File: config.mk
export PLATFORM = sky130hd
export DESIGN_NAME = mult_sequencer
export DESIGN_NICKNAME = d
export VERILOG_FILES = /design/src/rtl/mult_pkg.sv /design/src/rtl/mult_sequencer_add_sub9.sv /design/src/rtl/mult_sequencer.sv
export SDC_FILE = /design/constraint.sdc
export NUM_CORES = 1
export LEC_CHECK = 0
export CORE_MARGIN = 1
export CORE_UTILIZATION = 50
export CTS_CLUSTER_DIAMETER = 200
export DETAILED_ROUTE_END_ITERATION = 8
export DONT_BUFFER_PORTS = 1
export PLACE_DENSITY = 0.8
export SLEW_MARGIN = 25
export SYNTH_ARGS = -nofsm -noshare
export SYNTH_HDL_FRONTEND = slang
export SYNTH_SLANG_ARGS = --single-unit
File: constraint.sdc
create_clock -name Clk -period 2.8 [get_ports Clk]
set_clock_uncertainty 0.15 [all_clocks]
set_input_delay 0.7 -clock Clk [delete_from_list [all_inputs] [get_ports Clk]]
set_output_delay 0.7 -clock Clk [all_outputs]
set_load 0.02 [all_outputs]
File: src/rtl/mult_pkg.sv
// mult_pkg: shared definitions for the add-shift multiplier sequencer.
//   DEF_WIDTH : default operand width
//   ITER      : add/shift iterations per multiply (one per multiplier bit)
//   state_t   : sequencer state encoding
package mult_pkg;

  localparam int DEF_WIDTH = 8;
  localparam int ITER      = DEF_WIDTH;

  typedef enum logic [2:0] {
    IDLE  = 3'd0,
    START = 3'd1,
    ADD   = 3'd2,
    SHIFT = 3'd3,
    DONE  = 3'd4
  } state_t;

endpackage

File: src/rtl/mult_sequencer_add_sub9.sv
// add_sub9: (WIDTH+1)-bit sign-extending adder/subtractor.
//   A   in  WIDTH    current A register contents
//   S   in  WIDTH    multiplicand
//   Sub in  1        0: A + S, 1: A - S
//   Sum out WIDTH+1  {X_D, A_D}
module add_sub9
  import mult_pkg::*;
#(
  parameter int WIDTH = DEF_WIDTH
) (
  input  logic [WIDTH-1:0] A,
  input  logic [WIDTH-1:0] S,
  input  logic             Sub,
  output logic [WIDTH:0]   Sum
);

  logic [WIDTH:0] a_ext;
  logic [WIDTH:0] s_ext;
  logic [WIDTH:0] s_op;

  assign a_ext = {A[WIDTH-1], A};
  assign s_ext = {S[WIDTH-1], S};
  // Two's complement subtract: invert the operand and inject the +1 as carry-in.
  assign s_op  = Sub ? ~s_ext : s_ext;
  assign Sum   = a_ext + s_op + {{WIDTH{1'b0}}, Sub};

endmodule

File: src/rtl/mult_sequencer.sv
// mult_sequencer: control and arithmetic stage for the signed add-shift
// multiplier. Sequences clear/load, WIDTH add-then-shift iterations (subtract
// on the last one) and the final hold, and computes the next A/X values.
//   Clk, Reset       clock, synchronous active-high reset
//   Run              start request (level)
//   ClearA_LoadB     IDLE-only request: clear X/A, load B from S
//   S                multiplicand
//   A, M             current A register and B[0]
//   A_D, X_D         next A / X value from the adder
//   Ld_A, Ld_X, Ld_B load strobes
//   Clr_AX           clear of A and X
//   Shift_En         shift strobe for X, A, B
//   Busy             high from START through the last SHIFT
//
// state | meaning
// IDLE  | waiting; ClearA_LoadB clears X/A and loads B, Run starts
// START | clear X/A, reset iteration counter
// ADD   | load A/X with A +/- S when multiplier bit M is set
// SHIFT | arithmetic right shift of X:A:B, advance counter
// DONE  | result held in X:A:B until Run is released
module mult_sequencer
  import mult_pkg::*;
#(
  parameter int WIDTH = DEF_WIDTH
) (
  input  logic             Clk,
  input  logic             Reset,
  input  logic             Run,
  input  logic             ClearA_LoadB,
  input  logic [WIDTH-1:0] S,
  input  logic [WIDTH-1:0] A,
  input  logic             M,
  output logic [WIDTH-1:0] A_D,
  output logic             X_D,
  output logic             Ld_A,
  output logic             Ld_X,
  output logic             Ld_B,
  output logic             Clr_AX,
  output logic             Shift_En,
  output logic             Busy
);

  localparam int            CW     = $clog2(WIDTH);
  localparam logic [CW-1:0] K_LAST = CW'(WIDTH - 1);

  state_t          state_q, state_d;
  logic [CW-1:0]   k_q, k_d;
  logic [WIDTH:0]  sum9;
  logic            sub;

  // The final iteration weighs the multiplier sign bit, hence the subtract.
  assign sub = (k_q == K_LAST);

  add_sub9 #(.WIDTH(WIDTH)) u_add_sub9 (
    .A   (A),
    .S   (S),
    .Sub (sub),
    .Sum (sum9)
  );

  assign A_D = sum9[WIDTH-1:0];
  assign X_D = sum9[WIDTH];

  always_ff @(posedge Clk) begin
    if (Reset) begin
      state_q <= IDLE;
      k_q     <= '0;
    end else begin
      state_q <= state_d;
      k_q     <= k_d;
    end
  end

  always_comb begin
    state_d  = state_q;
    k_d      = k_q;
    Ld_A     = 1'b0;
    Ld_X     = 1'b0;
    Ld_B     = 1'b0;
    Clr_AX   = 1'b0;
    Shift_En = 1'b0;
    Busy     = 1'b0;
    unique case (state_q)
      IDLE: begin
        if (ClearA_LoadB) begin
          Ld_B   = 1'b1;
          Clr_AX = 1'b1;
        end else if (Run) begin
          state_d = START;
        end
      end
      START: begin
        Clr_AX  = 1'b1;
        Busy    = 1'b1;
        k_d     = '0;
        state_d = ADD;
      end
      ADD: begin
        Busy    = 1'b1;
        Ld_A    = M;
        Ld_X    = M;
        state_d = SHIFT;
      end
      SHIFT: begin
        Shift_En = 1'b1;
        Busy     = 1'b1;
        if (k_q == K_LAST) begin
          state_d = DONE;
        end else begin
          k_d     = k_q + CW'(1);
          state_d = ADD;
        end
      end
      DONE: begin
        // Holding here until Run drops gives one multiply per press.
        if (!Run) state_d = IDLE;
      end
      default: state_d = IDLE;
    endcase
  end

endmodule

* After elaboration in Yosys (flattened, before gate mapping)
Index checks and enable logic that the tools add are counted. W data, S select, Z words.
Operators by class: reduce and logical (&&, ||, !) cells 5, muxes and demuxes 14, equal/unequal tests 9, add/subtract/negate cells 3, bitwise operators 1
Operator list (number):
- $mux W3 | 5
- $pmux W3 S5 | 1
- $add A9 B1 Y9 | 1
- $add A9 B9 Y9 | 1
- $mux W9 | 1
- $not A9 Y9 | 1
- $ne A2 B2 Y1 const B | 4
- $eq A3 B2 Y1 const B | 2
- $eq A3 B3 Y1 const B | 2
- $pmux W3 S2 | 1
- $mux W1 | 5
- $add A3 B1 Y3 const B | 1
- $eq A3 B1 Y1 const B | 1
- $logic_not A3 Y1 | 1
- $reduce_and A3 Y1 | 1
- $reduce_or A3 Y1 | 1
- $pmux W1 S2 | 1
- $reduce_and A2 Y1 | 1
- $reduce_bool A2 Y1 | 1
Storage, ports and cells: register bits 6, logic and storage cells 34, input bits 21, output and inout port bits 15

* Logic depth before layout (Yosys ltp)
word-level depth 4, gate-level depth with buffers 10, mapped depth without buffers 9

* By module
Synthesis repeated with hierarchy kept, for this count alone.
Unflattened totals: cell total of the unflattened synthesis 92, area total of the unflattened synthesis 749.5 µm²
By module, submodules not included:
- add_sub9 | sequential area each 0.0 µm², cells each 51, instances 1, area an instance 397.9 µm²
- mult_sequencer | sequential area each 120.1 µm², cells each 41, instances 1, area an instance 351.6 µm²

* Worst setup path after synthesis
OpenSTA, ideal clock, no wires.
path kind reg-to-output, start point register k_q[0], end point output A_D[6], required time 1.950 ns, setup slack -0.344 ns, stages on the path, launching flop included 11, buffers on the path 1, arrival 2.294 ns, path through dfxtp_1 -> ha_1 -> ha_1 -> buf_4 -> xor2_1 -> inv_1 -> fa_1 -> nor2b_1 -> o311ai_1 -> nand2_1 -> xor2_1
On the way: word-level cells in the longest chain between the ends 4
Ends and longest elaborated chain:
- start: declaration | line mult_sequencer.sv:47 | logic [CW-1:0] k_q, k_d;
- start signal: assignment | line mult_sequencer.sv:70 | k_q <= k_d;
- $eq A3 B3 Y1 * | line mult_sequencer.sv:52 | assign sub = (k_q == K_LAST);
- $mux W9 | line mult_sequencer_add_sub9.sv:24 | assign s_op = Sub ? ~s_ext : s_ext;
- $add A9 B9 Y9 | line mult_sequencer_add_sub9.sv:25 | assign Sum = a_ext + s_op + {{WIDTH{1'b0}}, Sub};
- $add A9 B1 Y9 * | line mult_sequencer_add_sub9.sv:25
- end: declaration | line mult_sequencer.sv:33 | output logic [WIDTH-1:0] A_D,
Mark *: on every way between the ends. The rest lies on a longest branch, timed or not.

* Final worst setup path
Ends and elaborated chain as after synthesis.

==> results_dict.tcl <==
set metrics [dict create \
    max_freq_ghz 0.322 \
    synth_area_per_cell_um2 7.76 \
    endpoint_kind "primary output" \
    slowest_stage "dfxtp_2" \
    clkTransAtPathRegs_ns 0.04 \
    critPathMaxFanout 4 \
    rsz0062_at_grt "true" \
    p_seq_share_pct 24.3 \
    tightestPinTransition_ns 0.654 \
    antenna_found_initial 0 \
    worst_ep_required_time_ns 1.95 \
    die_height_um 40.4 \
    slew_viol_final 0 \
    cts_tree "built" \
    arrival_ns 2.26 \
    placedCellCount 124 \
    worstSkewPairLatency_ns 0.25 \
    clock_path_buffers 2 \
    first_iter_violations 34 \
    power.density_nw_per_um2 358 \
    drtAntennaViolNets 0 \
    antennaDiodeCount 0 \
    finalHoldViolCount 0 \
    grt.overflow.total 0 \
    grt_pass1_vias 706 \
    area_growth_pct 47.7 \
    ir_drop_uv 247 \
    sw_frac_of_total_pct 40.6 \
    gp_congestion 0.755 \
    fin_util_pct 81.6 \
    post_dp_cell_area_um2 953 \
    clkSinkCount 6 \
    htreeDepth 1 \
    most-common-layout-cells "23 x buf_4, 11 x nor2_1, 8 x xor2_1, 8 x ha_1, 6 x nand2_1" \
    regArea_um2 123 \
    p_switching_mw 0.158 \
    netlist_area_um2 737 \
    holdWs_ns 0.358 \
    io_buffers 0 \
    drv_cap 0 \
    layout_commonest_cell "buf_4" \
    crit_type "register to primary output" \
    die_area_um2 1630 \
    hold_path_class "input pin to register" \
    dp_hpwl_mm 1.44 \
    cpPeakStageDelay_ns 0.33 \
    rows 13 \
    synthCells 95 \
    multi_input_area_um2 718 \
    relSlewSlack_pct 56.0 \
    drt_first_pass_iters 4 \
    cp_common_cell "ha_4" \
    design_area_um2 1090 \
    cts_root_buffer "clkbuf_4" \
    finalCriticalPeriod_ns 3.11 \
    fillers 87 \
    synth.net_count 127 \
    wire_per_inst_um 15.4 \
    period_share_pct 111 \
    grt_pass1_wl_mm 2.70 \
    die_w_um 40.4 \
    ys_warn_count 0 \
    status "finished with violations" \
    drt-total-wl_mm 2.03 \
    yosysUniqueCellTypes 28 \
    p_int_mw 0.231 \
    pwr-share-comb_pct 54.8 \
    start_util_pct 55.3 \
    cts_hold_buffers 0 \
    dr_total_vias 786 \
    ioPinCount 36 \
    synthFlopType "dfxtp_1" \
    worstSetupStartpointType "register" \
    critPathBufInv 0 \
    synthArstFlopShare_pct 0 \
    core_area_um2 1330 \
    synth_edf_count 0 \
    drc 0 \
    pwr-share-clk_pct 20.9 \
    routed_via_density 5.95 \
    cp_cell_sequence "ha_4 > ha_4 > xor2_1 > ha_1 > nor2b_4 > o311ai_2 > nand2_2 > xor2_4" \
    grt_max_degree 12 \
    final_cells 132 \
    dpl_worst_slack_ns -0.129 \
    ys_ff_latch 6 \
    yosysSeqAreaShare_pct 16.3 \
    cpLargestDelayFamily "adder cells" \
    layout-drive-gt1-share_pct 44.4 \
    track_usage_pct 25.3 \
    final_nets 151 \
    finalSetupViolCount 7 \
    failed_checks "setup timing" \
    p_leak_nw 0.506 \
    worst_slack_ns -0.309 \
    numCtsBuffers 3 \
]
-- layer usage --
| metal | routed length [µm] | up-vias | track usage [%] |
|---|---|---|---|
| met2 | 1070 | 41 | 45.2 |
| met1 | 770 | 366 | 25.9 |
| met3 | 167 | 4 | 11.1 |
| li1 | - | 375 | - |
| met4 | 19 | 0 | 8.33 |
| met5 | 0 | - | 0 |
-- worst register-to-register path, delay by kind of cell (launching register included) --
kind,cells,cell delay (ns)
and+or+nand+nor,2,0.35
buffers and inverters,2,0.29
DFF,1,0.33
AOI/OAI and AO/OA,2,0.19
adders and majority gates,2,0.35
-- registers in the layout (all words and copies together) (netlist names) --
register and cells:
k_q 3, state_q 3
-- synth_stat cells, drive strengths merged (2+ instances only) --
cell | count | area share, %
o21ai | 3 | 2.0
nor2 | 12 | 6.1
nand2 | 8 | 4.1
o21a | 2 | 2.0
nor3 | 3 | 2.0
nand2b | 2 | 1.7
a32oi | 2 | 2.4
a21o | 2 | 2.0
ha | 10 | 17
dfxtp | 6 | 16
nor4 | 2 | 1.7
a21oi | 8 | 6.5
xor2 | 10 | 12
xnor2 | 4 | 4.8
a22oi | 2 | 2.0
buf | 5 | 4.1
inv | 6 | 3.1
-- power by group through the flow --
| stage | Combinational (mW) | Sequential (mW) | Clock, mW |
|---|---|---|---|
| final | 0.213 | 0.0948 | 0.0813 |
| after global routing | 0.228 | 0.0951 | 0.0884 |
| after CTS | 0.201 | 0.0944 | 0.0811 |
| after detailed placement | 0.183 | 0.0958 | 0 |
| after global placement | 0.177 | 0.0954 | 0 |
| after floorplan | 0.144 | 0.0908 | 0 |
-- per-stage QoR --
stage	total power [mW]	TNS (ns)
after global routing	0.412	-2.18
after detailed placement	0.278	-0.268
after floorplan	0.235	-0.241
after CTS	0.377	-1.51
final	0.389	-1.52
after global placement	0.272	-0.113
-- area by class of cell --
class | count | share of cell area, %
tap | 15 | 1.72
clock buffer | 3 | 2.07
sequential | 6 | 11.3
timing repair buffer | 24 | 16.9
inverter | 6 | 2.07
multi-input combinational | 78 | 66.0
-- path summary, 6_finish.rpt --
| path | from | cells past startpoint | slack [ns] | end |
|---|---|---|---|---|
| setup / recovery | k_q[0] | 8 | -0.31 | A_D[6] |
| hold / removal | Reset | 1 | 0.36 | k_q[0] |
| setup reg to reg | k_q[0] | 8 | 1.07 | k_q[0] |
| hold reg to reg | k_q[1] | 2 | 0.37 | k_q[1] |
-- cells by family (layout without fill, tap and decap cells) --
| family | after synthesis | in the layout | synth area share [%] |
|---|---|---|---|
| and+or+nand+nor | 30 | 30 | 18.3 |
| muxes | 1 | 1 | 1.87 |
| buffers and inverters | 11 | 33 | 7.13 |
| adders and majority gates | 11 | 11 | 19.7 |
| DFF | 6 | 6 | 16.3 |
| xor gates and xnor gates | 14 | 14 | 16.6 |
| AOI/OAI and AO/OA | 22 | 22 | 20.0 |
-- timing repair --
action / 4_1_cts / 5_1_grt
hold endpoints to repair: 0 / 0
buffers inserted: 3 / 2
endpoints found under the setup margin: 7 / 7
gates resized for setup: 8 / 7
pin swaps: 8 / 14
Note: power is estimated with default switching activity, not from simulation.
